==> src/rtl/uart_tx_fifo.sv <==
// UART transmitter with a small input FIFO.
// Sends 8 data bits LSB-first, an optional parity bit and one stop bit, at a fixed baud divider.
// Queued bytes go out back-to-back with no idle gap between frames.
module uart_tx_fifo #(
   parameter int unsigned BAUD_DIV   = 868,
   parameter int unsigned FIFO_DEPTH = 4,
   parameter bit          PARITY_EN  = 1'b0,
   parameter bit          PARITY_ODD = 1'b0
) (
   input  logic                          clk_i,
   input  logic                          rst_i,
   input  logic [7:0]                    tx_data_i,
   input  logic                          tx_valid_i,
   output logic                          tx_ready_o,
   output logic                          tx_o,
   output logic                          busy_o,
   output logic [$clog2(FIFO_DEPTH):0]   fifo_cnt_o
);

   localparam int unsigned PtrW  = $clog2(FIFO_DEPTH);
   localparam int unsigned CntW  = PtrW + 1;
   localparam int unsigned BaudW = $clog2(BAUD_DIV);
   localparam logic [BaudW-1:0] BaudLast = BaudW'(BAUD_DIV - 1);
   localparam logic [CntW-1:0]  CntFull  = CntW'(FIFO_DEPTH);

   typedef enum logic [2:0] {StIdle, StStart, StData, StParity, StStop} state_e;

   logic [7:0]       mem_q [FIFO_DEPTH];
   logic [PtrW-1:0]  wr_ptr_q, wr_ptr_d, rd_ptr_q, rd_ptr_d;
   logic [CntW-1:0]  cnt_q, cnt_d;
   state_e           state_q, state_d;
   logic [BaudW-1:0] baud_q, baud_d;
   logic [2:0]       bit_q, bit_d;
   logic [7:0]       shift_q, shift_d, byte_q, byte_d;
   logic             tx_q, tx_d;
   logic             push, pop, load, fifo_empty, baud_end;

   assign tx_ready_o = (cnt_q != CntFull);
   assign fifo_empty = (cnt_q == '0);
   assign push       = tx_valid_i && tx_ready_o;
   assign baud_end   = (baud_q == BaudLast);

   // FIFO pointer and occupancy next-state
   always_comb begin
      wr_ptr_d = wr_ptr_q;
      rd_ptr_d = rd_ptr_q;
      cnt_d    = cnt_q;
      if (push) wr_ptr_d = wr_ptr_q + 1'b1;
      if (pop)  rd_ptr_d = rd_ptr_q + 1'b1;
      unique case ({push, pop})
         2'b10:   cnt_d = cnt_q + 1'b1;
         2'b01:   cnt_d = cnt_q - 1'b1;
         default: cnt_d = cnt_q;
      endcase
   end

   // FIFO storage; contents are don't-care until written, so no reset
   always_ff @(posedge clk_i) begin
      if (push) mem_q[wr_ptr_q] <= tx_data_i;
   end

   // Frame FSM next-state; load pops the head byte and starts a new frame
   always_comb begin
      state_d = state_q;
      baud_d  = baud_q;
      bit_d   = bit_q;
      shift_d = shift_q;
      byte_d  = byte_q;
      tx_d    = tx_q;
      load    = 1'b0;
      unique case (state_q)
         StIdle: begin
            baud_d = '0;
            tx_d   = 1'b1;
            load   = !fifo_empty;
         end
         StStart: begin
            baud_d = baud_q + 1'b1;
            if (baud_end) begin
               baud_d  = '0;
               tx_d    = shift_q[0];
               shift_d = shift_q >> 1;
               bit_d   = '0;
               state_d = StData;
            end
         end
         StData: begin
            baud_d = baud_q + 1'b1;
            if (baud_end) begin
               baud_d = '0;
               if (bit_q == 3'd7) begin
                  if (PARITY_EN) begin
                     tx_d    = ^byte_q ^ PARITY_ODD;
                     state_d = StParity;
                  end else begin
                     tx_d    = 1'b1;
                     state_d = StStop;
                  end
               end else begin
                  tx_d    = shift_q[0];
                  shift_d = shift_q >> 1;
                  bit_d   = bit_q + 1'b1;
               end
            end
         end
         StParity: begin
            baud_d = baud_q + 1'b1;
            if (baud_end) begin
               baud_d  = '0;
               tx_d    = 1'b1;
               state_d = StStop;
            end
         end
         StStop: begin
            baud_d = baud_q + 1'b1;
            if (baud_end) begin
               baud_d  = '0;
               state_d = StIdle;
               load    = !fifo_empty;
            end
         end
         default: state_d = StIdle;
      endcase
      if (load) begin
         shift_d = mem_q[rd_ptr_q];
         byte_d  = mem_q[rd_ptr_q];
         tx_d    = 1'b0;
         baud_d  = '0;
         state_d = StStart;
      end
      pop = load;
   end

   // State registers, asynchronously cleared to an idle line
   always_ff @(posedge clk_i or posedge rst_i) begin
      if (rst_i) begin
         wr_ptr_q <= '0;
         rd_ptr_q <= '0;
         cnt_q    <= '0;
         state_q  <= StIdle;
         baud_q   <= '0;
         bit_q    <= '0;
         shift_q  <= '0;
         byte_q   <= '0;
         tx_q     <= 1'b1;
      end else begin
         wr_ptr_q <= wr_ptr_d;
         rd_ptr_q <= rd_ptr_d;
         cnt_q    <= cnt_d;
         state_q  <= state_d;
         baud_q   <= baud_d;
         bit_q    <= bit_d;
         shift_q  <= shift_d;
         byte_q   <= byte_d;
         tx_q     <= tx_d;
      end
   end

   assign tx_o       = tx_q;
   assign busy_o     = (state_q != StIdle) || !fifo_empty;
   assign fifo_cnt_o = cnt_q;

endmodule

==> config.mk <==
export PLATFORM = sky130hd
export DESIGN_NAME = uart_tx_fifo
export DESIGN_NICKNAME = d
export VERILOG_FILES = /design/src/rtl/uart_tx_fifo.sv
export SDC_FILE = /design/constraint.sdc
export NUM_CORES = 1
export LEC_CHECK = 0
export ABC_AREA = 1
export ABC_CLOCK_PERIOD_IN_PS = 3500
export CORE_MARGIN = 2
export CORE_UTILIZATION = 60
export CTS_BUF_LIST = sky130_fd_sc_hd__clkbuf_4
export CTS_CLUSTER_DIAMETER = 40
export DETAILED_ROUTE_END_ITERATION = 16
export GPL_TIMING_DRIVEN = 1
export PLACE_DENSITY_LB_ADDON = 0.25
export SLEW_MARGIN = 20
export SYNTH_ARGS = -nofsm -noshare
export SYNTH_HDL_FRONTEND = slang
export SYNTH_SLANG_ARGS = --single-unit
==> constraint.sdc <==
create_clock -name clk_i -period 3.5 [get_ports clk_i]
set_input_delay 1.05 -clock clk_i [delete_from_list [all_inputs] [get_ports clk_i]]
set_output_delay 1.05 -clock clk_i [all_outputs]
set_load 0.05 [all_outputs]
## Word level (Yosys, flattened, before mapping)

Memories as Yosys holds them, arrays and structs flattened.
Cells that the tools add are included.

- Register bits after elaboration: 32
- Bits in writable memories: 32
- Output and inout port bits: 6
- Word-level logic and storage cells: 79
- Memories: 1

- Add/sub/neg operators: 6
- Equal/unequal tests: 19
- Multiplexer cells: 29
- Reductions and logical operators: 16

Memories:

| name | words | bits a word | rd ports | clocked after Yosys merged registers in | wr ports | line | RTL |
|---|---|---|---|---|---|---|---|
| mem_q | 4 | 8 | 1 | 0 | 1 | 28 | `logic [7:0] mem_q [FIFO_DEPTH];` |

Operator list:

| kind | number |
|---|---|
| 8-bit 2-to-1 mux | 4 |
| 3-bit 2-to-1 mux | 8 |
| 3-bit != test, second input constant | 7 |
| 10-bit 2-to-1 mux | 2 |
| 10-bit one-hot mux with 2 select lines | 1 |
| 8-bit one-hot mux with 2 select lines | 1 |
| 3-bit one-hot mux with 5 select lines | 1 |
| 3-bit one-hot mux with 2 select lines | 2 |
| 4-bit AND reduction | 3 |
| 10-bit by 1-bit adder with 10-bit output, second input constant | 1 |
| 10-bit == test, second input constant | 1 |
| 3-bit nonzero test | 3 |
| 1-bit 2-to-1 mux | 8 |
| 2-bit != test, second input constant | 4 |
| 3-bit by 1-bit adder with 3-bit output, second input constant | 2 |
| 3-bit by 2-bit == test with 1-bit output, second input constant | 2 |
| 3-bit == test, second input constant | 2 |
| 3-bit logical NOT | 2 |
| 6-bit AND reduction | 1 |
| 5-bit nonzero test | 1 |
| 2-bit by 1-bit adder with 2-bit output, second input constant | 2 |
| 1-bit one-hot mux with 4 select lines | 1 |
| 2-bit nonzero test | 2 |
| 4-bit OR reduction | 1 |
| other kinds (8) | 8 |

## Longest topological paths before layout

Gate-level depths: netlist of run 1.

- Depth in word-level cells: 6
- Mapped depth: 14
- Depth with buffers taken out: 14

## Worst setup path before layout of run 1

No wires, ideal clock.

- Path kind: reg2reg
- Start point: reg cnt_q[0] (netlist: fifo_cnt_o[0])
- End point: reg cnt_q[2] (netlist: fifo_cnt_o[2])
- Setup time: 0.079 ns
- Arrival time: 2.511 ns
- Data required time: 3.421 ns
- Path slack: 0.910 ns
- Stages on the path, launching flop included: 11
- Path buffers: 0
- Period minus slack after synthesis: 2.590 ns
- Path through: dfrtp_1 -> inv_1 -> nand3_1 -> nand2_1 -> ha_1 -> inv_1 -> fa_1 -> nor2_1 -> nor2_1 -> nand2_1 -> xor2_1

RTL lines:

| element | line | RTL |
|---|---|---|
| start, declared | 30 | `logic [CntW-1:0] cnt_q, cnt_d;` |
| start signal, assigned | 149 | `cnt_q <= cnt_d;` |
| 3-bit != test * | 38 | `assign tx_ready_o = (cnt_q != CntFull);` |
| named net tx_ready_o | 14 | `output logic tx_ready_o,` |
| 1-bit logical AND * | 40 | `assign push = tx_valid_i && tx_ready_o;` |
| 2-bit by 1-bit == test with 1-bit output or 2-bit == test (tied branches) | 50 | `unique case ({push, pop})` |
| 3-bit one-hot mux with 2 select lines or 2-bit nonzero test (tied branches) | n/a |  |

Mark *: on every way through the listed nets, which the timed path passes. The rest lies on a longest branch.
A chain may end at the register's enable or synchronous reset.

## Worst setup path after layout of run 1

- Start point: reg state_q[1]
- End point: out busy_o

- Longest elaborated chain between the ends: 2

RTL lines:

| element | line | RTL |
|---|---|---|
| start, declared | 31 | `state_e state_q, state_d;` |
| start signal, assigned | 140 | `state_q <= StIdle;` |
| start signal, assigned | 150 | `state_q <= state_d;` |
| 3-bit nonzero test | 160 | `assign busy_o = (state_q != StIdle) \|\| !fifo_empty;` |
| 1-bit logical OR | 160 |  |
| end, declared | 16 | `output logic busy_o,` |

No other way between the ends.

==> impl_metrics.env, run 1 <==
export IMPL_drt_iter0_markers=162
export IMPL_clock_latency_ps=410
export IMPL_p_sw_mw=0.551
export IMPL_multi_input_area_sq_mm=0.00108
export IMPL_worst_r2r_startpoint="baud_q[1]"
export IMPL_wl_per_cell_um=13.1
export IMPL_syn_area_sq_mm=0.00303
export IMPL_async_flop_share=0.500
export IMPL_hold_buffers=0
export IMPL_drive_above_1_share=0.0938
export IMPL_setup_worst_path_start="state_q[1]"
export IMPL_final_common_cell="nand2_1"
export IMPL_diodes=0
export IMPL_leakagePower_nw=1.54
export IMPL_synth_cell_types=29
export IMPL_reg2reg_depth=14
export IMPL_fin_cells=419
export IMPL_htree_levels=3
export IMPL_start_kind="register"
export IMPL_dpl_cell_count=403
export IMPL_layout_common_cells="nand2_1 (98), nand3_1 (36), inv_1 (33)"
export IMPL_fin_nets=367
export IMPL_area_growth_pct=12.9
export IMPL_synth_nets=343
export IMPL_p_comb_frac=0.191
export IMPL_final_max_slew_viol_count=0
export IMPL_cp_max_fo=6
export IMPL_maxCapViolCount=0
export IMPL_grt_pass1_wl_um=9310
export IMPL_power_share_switching=0.296
export IMPL_die_y_um=75.0
export IMPL_antenna_found_initial=0
export IMPL_clkTransAtPathRegs_ps=110
export IMPL_detail_route_antenna_nets=0
export IMPL_grt_max_degree=33
export IMPL_first_global_vias=2085
export IMPL_cts_made_buffers=9
export IMPL_ir_worst_vdd_v=0.000477
export IMPL_yosys_register_bits=64
export IMPL_rows=25
export IMPL_io_pin_count=17
export IMPL_finalSetupViolCount=0
export IMPL_start_util=0.633
export IMPL_crit_end="busy_o"
export IMPL_cts_tree="yes"
export IMPL_rsz0062_at_grt="no"
export IMPL_cts_sinks=64
export IMPL_p_int_mw=1.31
export IMPL_via_per_inst=5.23
export IMPL_synth_edff_count=32
export IMPL_end_kind="output port"
export IMPL_regArea_sq_mm=0.00176
export IMPL_fillers=363
export IMPL_synth_cells=323
export IMPL_post_cts_setup_buffer_count=0
export IMPL_ys_seq_area_frac=0.582
export IMPL_final_hold_violation_count=0
export IMPL_io_buffers=16
export IMPL_worst_pin_slew_ps=761
export IMPL_grt_use_total=0.228
export IMPL_tns_ps=0
export IMPL_core_area_sq_mm=0.00479
export IMPL_drc=0
export IMPL_die_area_sq_mm=0.00563
export IMPL_ctsResizeCount=0
export IMPL_whs_ps=475
export IMPL_period_minus_slack_ps=3090
export IMPL_drt_first_pass_iters=4
export IMPL_arrival_ps=2040
export IMPL_timing_slew_headroom=0.491
export IMPL_grt_overflow_total=0
export IMPL_synth_flop_cell="edfxtp_1"
export IMPL_cts_buffer_depth=2
export IMPL_p_per_area_mw_per_mm2=546
export IMPL_dpl_hpwl_um=3850
export IMPL_avgSynthCellArea_sq_um=9.37
export IMPL_routed_wl_um=5500
export IMPL_outcome="complete, no violations"
export IMPL_vias=2191
export IMPL_hold_path_class="register to register"
export IMPL_root_buffer="clkbuf_4"
export IMPL_timing_final_crit_share=0.883
export IMPL_reg2reg_to="fifo_cnt_o[2]"
export IMPL_p_clk_frac=0.303
export IMPL_yosys_warnings=0
export IMPL_gp_congestion=0.826
export IMPL_worstPathRequired_ps=2450
export IMPL_rrSetupSlack_ps=1080
export IMPL_seqPwrFrac=0.506
export IMPL_path_class="register to output port"
export IMPL_fmax_ghz=0.324
export IMPL_die_width_um=75.0
export IMPL_finalClockSkew_ps=17.7
## flip-flops by register name, summed over array words and instances, names as in the netlist
| signal | count |
|---|---|
| shift_q | 8 |
| tx_o | 1 |
| mem_q | 32 |
| wr_ptr_q | 2 |
| rd_ptr_q | 2 |
| bit_q | 3 |
| state_q | 3 |
| fifo_cnt_o | 3 |
| baud_q | 10 |
## area by class of cell
class,instances,share of cell area
Sequential cell,64,0.516
Multi-Input combinational cell,213,0.316
Clock inverter,6,0.0245
Timing Repair Buffer,19,0.0535
Tap cell,67,0.0245
Clock buffer,10,0.0220
Inverter,40,0.0439
## worst min-delay path by stage
stage,from,to,depth (start not counted)
CTS,tx_o,tx_o,2
global route,tx_o,tx_o,2
detailed placement,tx_o,tx_o,2
global placement,tx_o,tx_o,2
finish,tx_o,tx_o,2
floorplan,shift_q[0],shift_q[0],2
## cells by family after synthesis
kind of cell / after synthesis / share of synthesized area
AND/OR/NAND/NOR: 171 / 0.246
buffers and inverters: 46 / 0.0616
AO/OA/AOI/OAI: 26 / 0.0500
adder cells (fa/ha/maj): 9 / 0.0397
XOR/XNOR: 7 / 0.0202
flip-flops: 64 / 0.582
## metrics by stage
step / power [mW] / area (sq um) / util / setup slack, ps
global placement: 1.30 / 3260 / 0.681 / 789
global route: 1.96 / 3420 / 0.714 / 215
CTS: 1.88 / 3420 / 0.714 / 388
finish: 1.87 / 3420 / 0.714 / 411
detailed placement: 1.32 / 3260 / 0.681 / 739
floorplan: 1.19 / 3030 / - / 910
## cells in the mapped netlist, types with 2 or more instances
cell / number / area, sq um
nand3_1: 36 / 180
o21ai_2: 2 / 17.5
xnor2_1: 3 / 26.3
inv_2: 5 / 18.8
nor2_2: 2 / 12.5
a2bb2oi_1: 2 / 17.5
nor2_1: 24 / 90.1
edfxtp_1: 32 / 961
a21oi_1: 3 / 15.0
inv_1: 33 / 124
o22ai_1: 2 / 12.5
ha_1: 8 / 100
nand4_1: 3 / 18.8
nand2_1: 98 / 368
nand2_2: 2 / 12.5
xor2_1: 4 / 35.0
nand2_4: 3 / 33.8
clkinv_1: 2 / 7.51
buf_2: 5 / 25.0
dfrtp_1: 31 / 776
o21ai_0: 15 / 75.1
## power by group through the flow
stage	combinational [mW]	clock, mW	sequential [mW]
final	0.357	0.565	0.943
after global routing	0.405	0.606	0.954
after CTS	0.363	0.572	0.943
after detailed placement	0.361	0	0.959
after global placement	0.350	0	0.953
after floorplan	0.180	0	1.01
## per-layer routing
layer	part of all wire	track usage	vias up
li1	-	-	1102
met1	0.43	0.282	1036
met2	0.52	0.386	47
met3	0.049	0.0455	6
met4	0.0096	0.107	0
met5	0	0	-
## critical path: stages (launching register included)
cell and delay (ps):
dfrtp_1 450, nor2_1 210, nand2_1 100, nor2_1 140
inv_1 50, clkdlybuf4s50_1 690
No activity file was read; power rests on OpenSTA's default activity.
==> run 2, diff against run 1 <==
ABC_CLOCK_PERIOD_IN_PS = 2700   (was 3500)
CORE_UTILIZATION = 56   (was 60)
clock period = 2.7 ns   (was 3.5 ns; I/O delays follow)
==> impl_metrics.env, run 2 (synthesis gave the netlist of run 1 again) <==
export IMPL_outcome="complete, no violations"
export IMPL_arrival_ps=1730
export IMPL_finalClockSkew_ps=12.7
export IMPL_gp_congestion=0.844
export IMPL_dpl_hpwl_um=3850
export IMPL_hold_path_class="register to register"
export IMPL_hold_buffers=0
export IMPL_diodes=0
export IMPL_end_kind="output port"
export IMPL_final_hold_violation_count=0
export IMPL_post_cts_setup_buffer_count=0
export IMPL_ir_worst_vdd_v=0.000618
export IMPL_period_minus_slack_ps=2540
export IMPL_cp_cell_sequence="clkdlybuf4s50_1"
export IMPL_io_pin_count=17
export IMPL_die_y_um=77.5
export IMPL_final_common_cell="nand2_1"
export IMPL_drc=0
export IMPL_first_global_vias=2148
export IMPL_grt_max_degree=33
export IMPL_drive_above_1_share=0.115
export IMPL_whs_ps=477
export IMPL_fmax_ghz=0.393
export IMPL_final_max_slew_viol_count=0
export IMPL_reg2reg_to="fifo_cnt_o[2]"
export IMPL_place_ws_ps=293
export IMPL_grt_pass1_wl_um=9540
export IMPL_finalSetupViolCount=0
export IMPL_path_class="register to output port"
export IMPL_cts_made_buffers=9
export IMPL_leakagePower_nw=1.58
export IMPL_maxCapViolCount=0
export IMPL_grt_overflow_total=0
export IMPL_slowest_delay_ps=790
export IMPL_tns_ps=0
export IMPL_fin_nets=372
export IMPL_antenna_found_initial=0
export IMPL_final_core_util=0.674
export IMPL_setup_ws_ps=157
export IMPL_clkTransAtPathRegs_ps=110
export IMPL_rrSetupSlack_ps=340
export IMPL_clock_latency_ps=390
export IMPL_seqPwrFrac=0.481
export IMPL_reg2reg_depth=14
export IMPL_p_sw_mw=0.722
export IMPL_worstPathRequired_ps=1890
export IMPL_setup_worst_path_start="tx_o"
export IMPL_cp_max_fo=2
export IMPL_power_share_switching=0.285
export IMPL_detail_route_antenna_nets=0
export IMPL_p_comb_frac=0.195
export IMPL_cp_num_cells=1
export IMPL_largest_reg_flops=32
export IMPL_cpLargestDelayFamily="buffers and inverters"
export IMPL_slowest_stage="clkdlybuf4s50_1"
export IMPL_start_kind="register"
export IMPL_timing_final_crit_share=0.942
export IMPL_crit_end="tx_o"
export IMPL_routed_wl_um=5560
export IMPL_drt_iter0_markers=141
export IMPL_cts_buffer_depth=2
export IMPL_cts_tree="yes"
export IMPL_wl_per_cell_um=13.0
export IMPL_start_util=0.585
export IMPL_die_area_sq_mm=0.00601
export IMPL_worst_pin_slew_ps=511
export IMPL_area_growth_pct=15.1
export IMPL_rows=26
export IMPL_root_buffer="clkbuf_4"
export IMPL_vias=2154
export IMPL_die_width_um=77.5
export IMPL_core_area_sq_mm=0.00517
export IMPL_htree_levels=3
export IMPL_rsz0062_at_grt="no"
export IMPL_p_clk_frac=0.325
export IMPL_io_buffers=16
export IMPL_timing_slew_headroom=0.658
export IMPL_p_per_area_mw_per_mm2=726
export IMPL_top_regs="mem_q: 32 flops, baud_q: 10 flops, shift_q: 8 flops"
export IMPL_worst_r2r_startpoint="baud_q[1]"
export IMPL_drt_first_pass_iters=4
export IMPL_via_per_inst=5.04
export IMPL_cts_sinks=64
export IMPL_p_int_mw=1.81
export IMPL_grt_use_total=0.206
export IMPL_dpl_cell_count=411
export IMPL_top_register="mem_q"
export IMPL_path_buf_inv=1
export IMPL_layout_common_cells="nand2_1 (98), nand3_1 (36), inv_1 (33)"
export IMPL_fin_cells=427
-- run 2: worst min-delay path, delay by kind of cell (launching register included) --
kind	cells	cell delay (ps)
and+or+nand+nor	2	100
DFF	1	390
-- run 2: worst min-delay path by stage --
stage | startpoint | to | slack, ps | cells past startpoint
after floorplan | shift_q[0] | shift_q[0] | 450 | 2
after CTS | tx_o | tx_o | 480 | 2
after detailed placement | tx_o | tx_o | 460 | 2
after global placement | tx_o | tx_o | 460 | 2
final | tx_o | tx_o | 480 | 2
after global routing | tx_o | tx_o | 500 | 2
-- run 2: repair_timing --
action / in CTS / in global routing
endpoints found under the setup margin: 1 / 2
gates resized for setup: 1 / 3
hold endpoints to repair: 0 / 0
-- run 2: per-stage QoR --
stage | power, mW | area [sq um]
floorplan | 1.54 | 3030
global placement | 1.72 | 3300
detailed placement | 1.74 | 3300
CTS | 2.56 | 3490
global route | 2.65 | 3480
finish | 2.53 | 3480
-- run 2: final cells by class --
type | count | area [sq um]
clock buffers | 9 | 67.6
clock inverters | 7 | 120
fillers | 397 | 1690
inverters | 40 | 150
multi-input cells | 213 | 1080
flip-flops and latches | 64 | 1760
well taps | 70 | 87.6
repair buffers | 24 | 218
-- run 2: layer usage --
metal  vias to the layer above  share of wire  GRT usage
met3                         5          0.040     0.0547
met2                        45           0.49      0.336
li1                       1114              -          -
met1                       990           0.46      0.262
met4                         0         0.0099     0.0839
met5                         -              0          0
-- run 2: power by group through the flow --
stage	Combinational [mW]	Clock, mW	Sequential, mW
2_1_floorplan	0.233	0	1.31
3_3_place_gp	0.484	0	1.23
3_5_place_dp	0.500	0	1.24
4_1_cts	0.503	0.837	1.22
5_1_grt	0.542	0.880	1.23
6_report	0.492	0.821	1.22
==> run 3, diff against run 2 <==
ABC_CLOCK_PERIOD_IN_PS = 2530   (was 2700)
CORE_UTILIZATION = 60   (was 56)
clock period = 2.53 ns   (was 2.7 ns; I/O delays follow)
==> impl_metrics.env, run 3 (synthesis gave the netlist of run 1 again) <==
export IMPL_drive_above_1_share=0.120
export IMPL_start_util=0.633
export IMPL_ir_worst_vdd_v=0.000618
export IMPL_maxCapViolCount=0
export IMPL_p_clk_frac=0.271
export IMPL_first_global_vias=2121
export IMPL_fmax_ghz=0.417
export IMPL_cts_sinks=64
export IMPL_regArea_sq_mm=0.00176
export IMPL_cp_max_fo=3
export IMPL_final_max_slew_viol_count=0
export IMPL_area_growth_pct=13.7
export IMPL_routed_wl_um=5510
export IMPL_grt_overflow_total=0
export IMPL_largest_reg_flops=32
export IMPL_cpLargestDelayFamily="buffers and inverters"
export IMPL_antenna_found_initial=0
export IMPL_detail_route_antenna_nets=0
export IMPL_fillers=377
export IMPL_grt_max_degree=33
export IMPL_period_minus_slack_ps=2400
export IMPL_rows=25
export IMPL_die_width_um=75.0
export IMPL_final_hold_violation_count=0
export IMPL_timing_slew_headroom=0.648
export IMPL_root_buffer="clkbuf_4"
export IMPL_slowest_delay_ps=840
export IMPL_wl_per_cell_um=13.0
export IMPL_path_buf_inv=1
export IMPL_cts_tree="yes"
export IMPL_hold_path_class="register to register"
export IMPL_fin_nets=373
export IMPL_core_area_sq_mm=0.00479
export IMPL_grt_pass1_wl_um=9180
export IMPL_p_per_area_mw_per_mm2=727
export IMPL_io_pin_count=17
export IMPL_outcome="complete, no violations"
export IMPL_worst_pin_slew_ps=527
export IMPL_whs_ps=472
export IMPL_arrival_ps=1640
export IMPL_fin_area_sq_mm=0.00344
export IMPL_final_common_cell="nand2_1"
export IMPL_die_area_sq_mm=0.00563
export IMPL_drc=0
export IMPL_htree_levels=3
export IMPL_finalSetupViolCount=0
export IMPL_slowest_stage="clkdlybuf4s50_1"
export IMPL_gp_congestion=0.865
export IMPL_cp_cell_sequence="clkdlybuf4s50_1"
export IMPL_io_buffers=16
export IMPL_seqPwrFrac=0.520
export IMPL_p_comb_frac=0.208
export IMPL_die_y_um=75.0
export IMPL_grt_use_total=0.226
export IMPL_timing_final_crit_share=0.947
export IMPL_p_int_mw=1.72
export IMPL_finalClockSkew_ps=11.0
export IMPL_drt_iter0_markers=160
export IMPL_rsz0062_at_grt="no"
export IMPL_leakagePower_nw=1.56
export IMPL_cts_made_buffers=9
export IMPL_tns_ps=0
export IMPL_worstPathRequired_ps=1770
export IMPL_drt_first_pass_iters=4
export IMPL_power_share_switching=0.311
export IMPL_end_kind="output port"
export IMPL_p_sw_mw=0.777
export IMPL_diodes=0
export IMPL_start_kind="register"
export IMPL_clkTransAtPathRegs_ps=110
export IMPL_top_register="mem_q"
export IMPL_path_class="register to output port"
export IMPL_cts_buffer_depth=2
export IMPL_placed_area_sq_mm=0.00331
export IMPL_vias=2230
export IMPL_layout_common_cells="nand2_1 (98), nand3_1 (35), inv_1 (33)"
export IMPL_multi_input_area_sq_mm=0.00108
export IMPL_top_regs="mem_q: 32 flops, baud_q: 10 flops, shift_q: 8 flops"
export IMPL_dpl_hpwl_um=3910
export IMPL_clock_latency_ps=400
export IMPL_via_per_inst=5.25
## run 3: cell count changes in the layout (fill, tap and decap cells not counted), sizes merged, moves of 2 or more
cell | previous run | this run
buf | 8 | 10
bufinv | 3 | 1
clkinvlp | 1 | 3
dlygate4sd2 | 0 | 2
## run 3: worst paths after layout
kind                       depth (start not counted)     startpoint  slack (ps)             to
setup / recovery                                   1  fifo_cnt_o[1]         130  fifo_cnt_o[1]
hold / removal                                     2           tx_o         470           tx_o
setup reg to reg                                  14      baud_q[1]         280  fifo_cnt_o[2]
hold reg to reg                                    2           tx_o         470           tx_o
max in group asynchronous                          3          rst_i        1470           tx_o
min in group asynchronous                          3          rst_i         740      baud_q[9]
## run 3: power groups by stage
stage | Sequential, mW | Combinational (mW) | Clock, mW
floorplan | 1.40 | 0.253 | 0
global placement | 1.32 | 0.512 | 0
detailed placement | 1.32 | 0.531 | 0
CTS | 1.30 | 0.528 | 0.695
global route | 1.32 | 0.581 | 0.742
finish | 1.30 | 0.521 | 0.678
## run 3: repair_timing
item | in CTS | in global routing
endpoints found under the setup margin | 2 | 0
setup buffers | 0 | 0
hold buffers | 0 | 0
gates resized for setup | 2 | 0
## run 3: layout make-up
type | instances | area share
clock inverter | 7 | 0.0207
multi-input combinational | 213 | 0.315
sequential | 64 | 0.512
inverter | 40 | 0.0436
timing repair buffer | 25 | 0.0647
tap | 67 | 0.0244
clock buffer | 9 | 0.0196
## run 3: layer usage
layer  track usage  up-vias  routed length (um)  share of wire
li1              -     1110                   -              -
met1         0.277     1068                2470           0.45
met2         0.365       42                2710           0.49
met3        0.0669       10                 244          0.044
met4         0.111        0                  87          0.016
met5             0        -                   0              0
## run 3: through the flow
stage / power, mW / utilization / setup WS [ps] / cells
2_1_floorplan: 1.65 / - / 162 / 323
3_3_place_gp: 1.83 / 0.691 / 260 / 409
3_5_place_dp: 1.86 / 0.691 / 217 / 409
4_1_cts: 2.53 / 0.719 / 114 / 425
5_1_grt: 2.64 / 0.719 / 49.4 / 425
6_report: 2.50 / 0.719 / 135 / 425
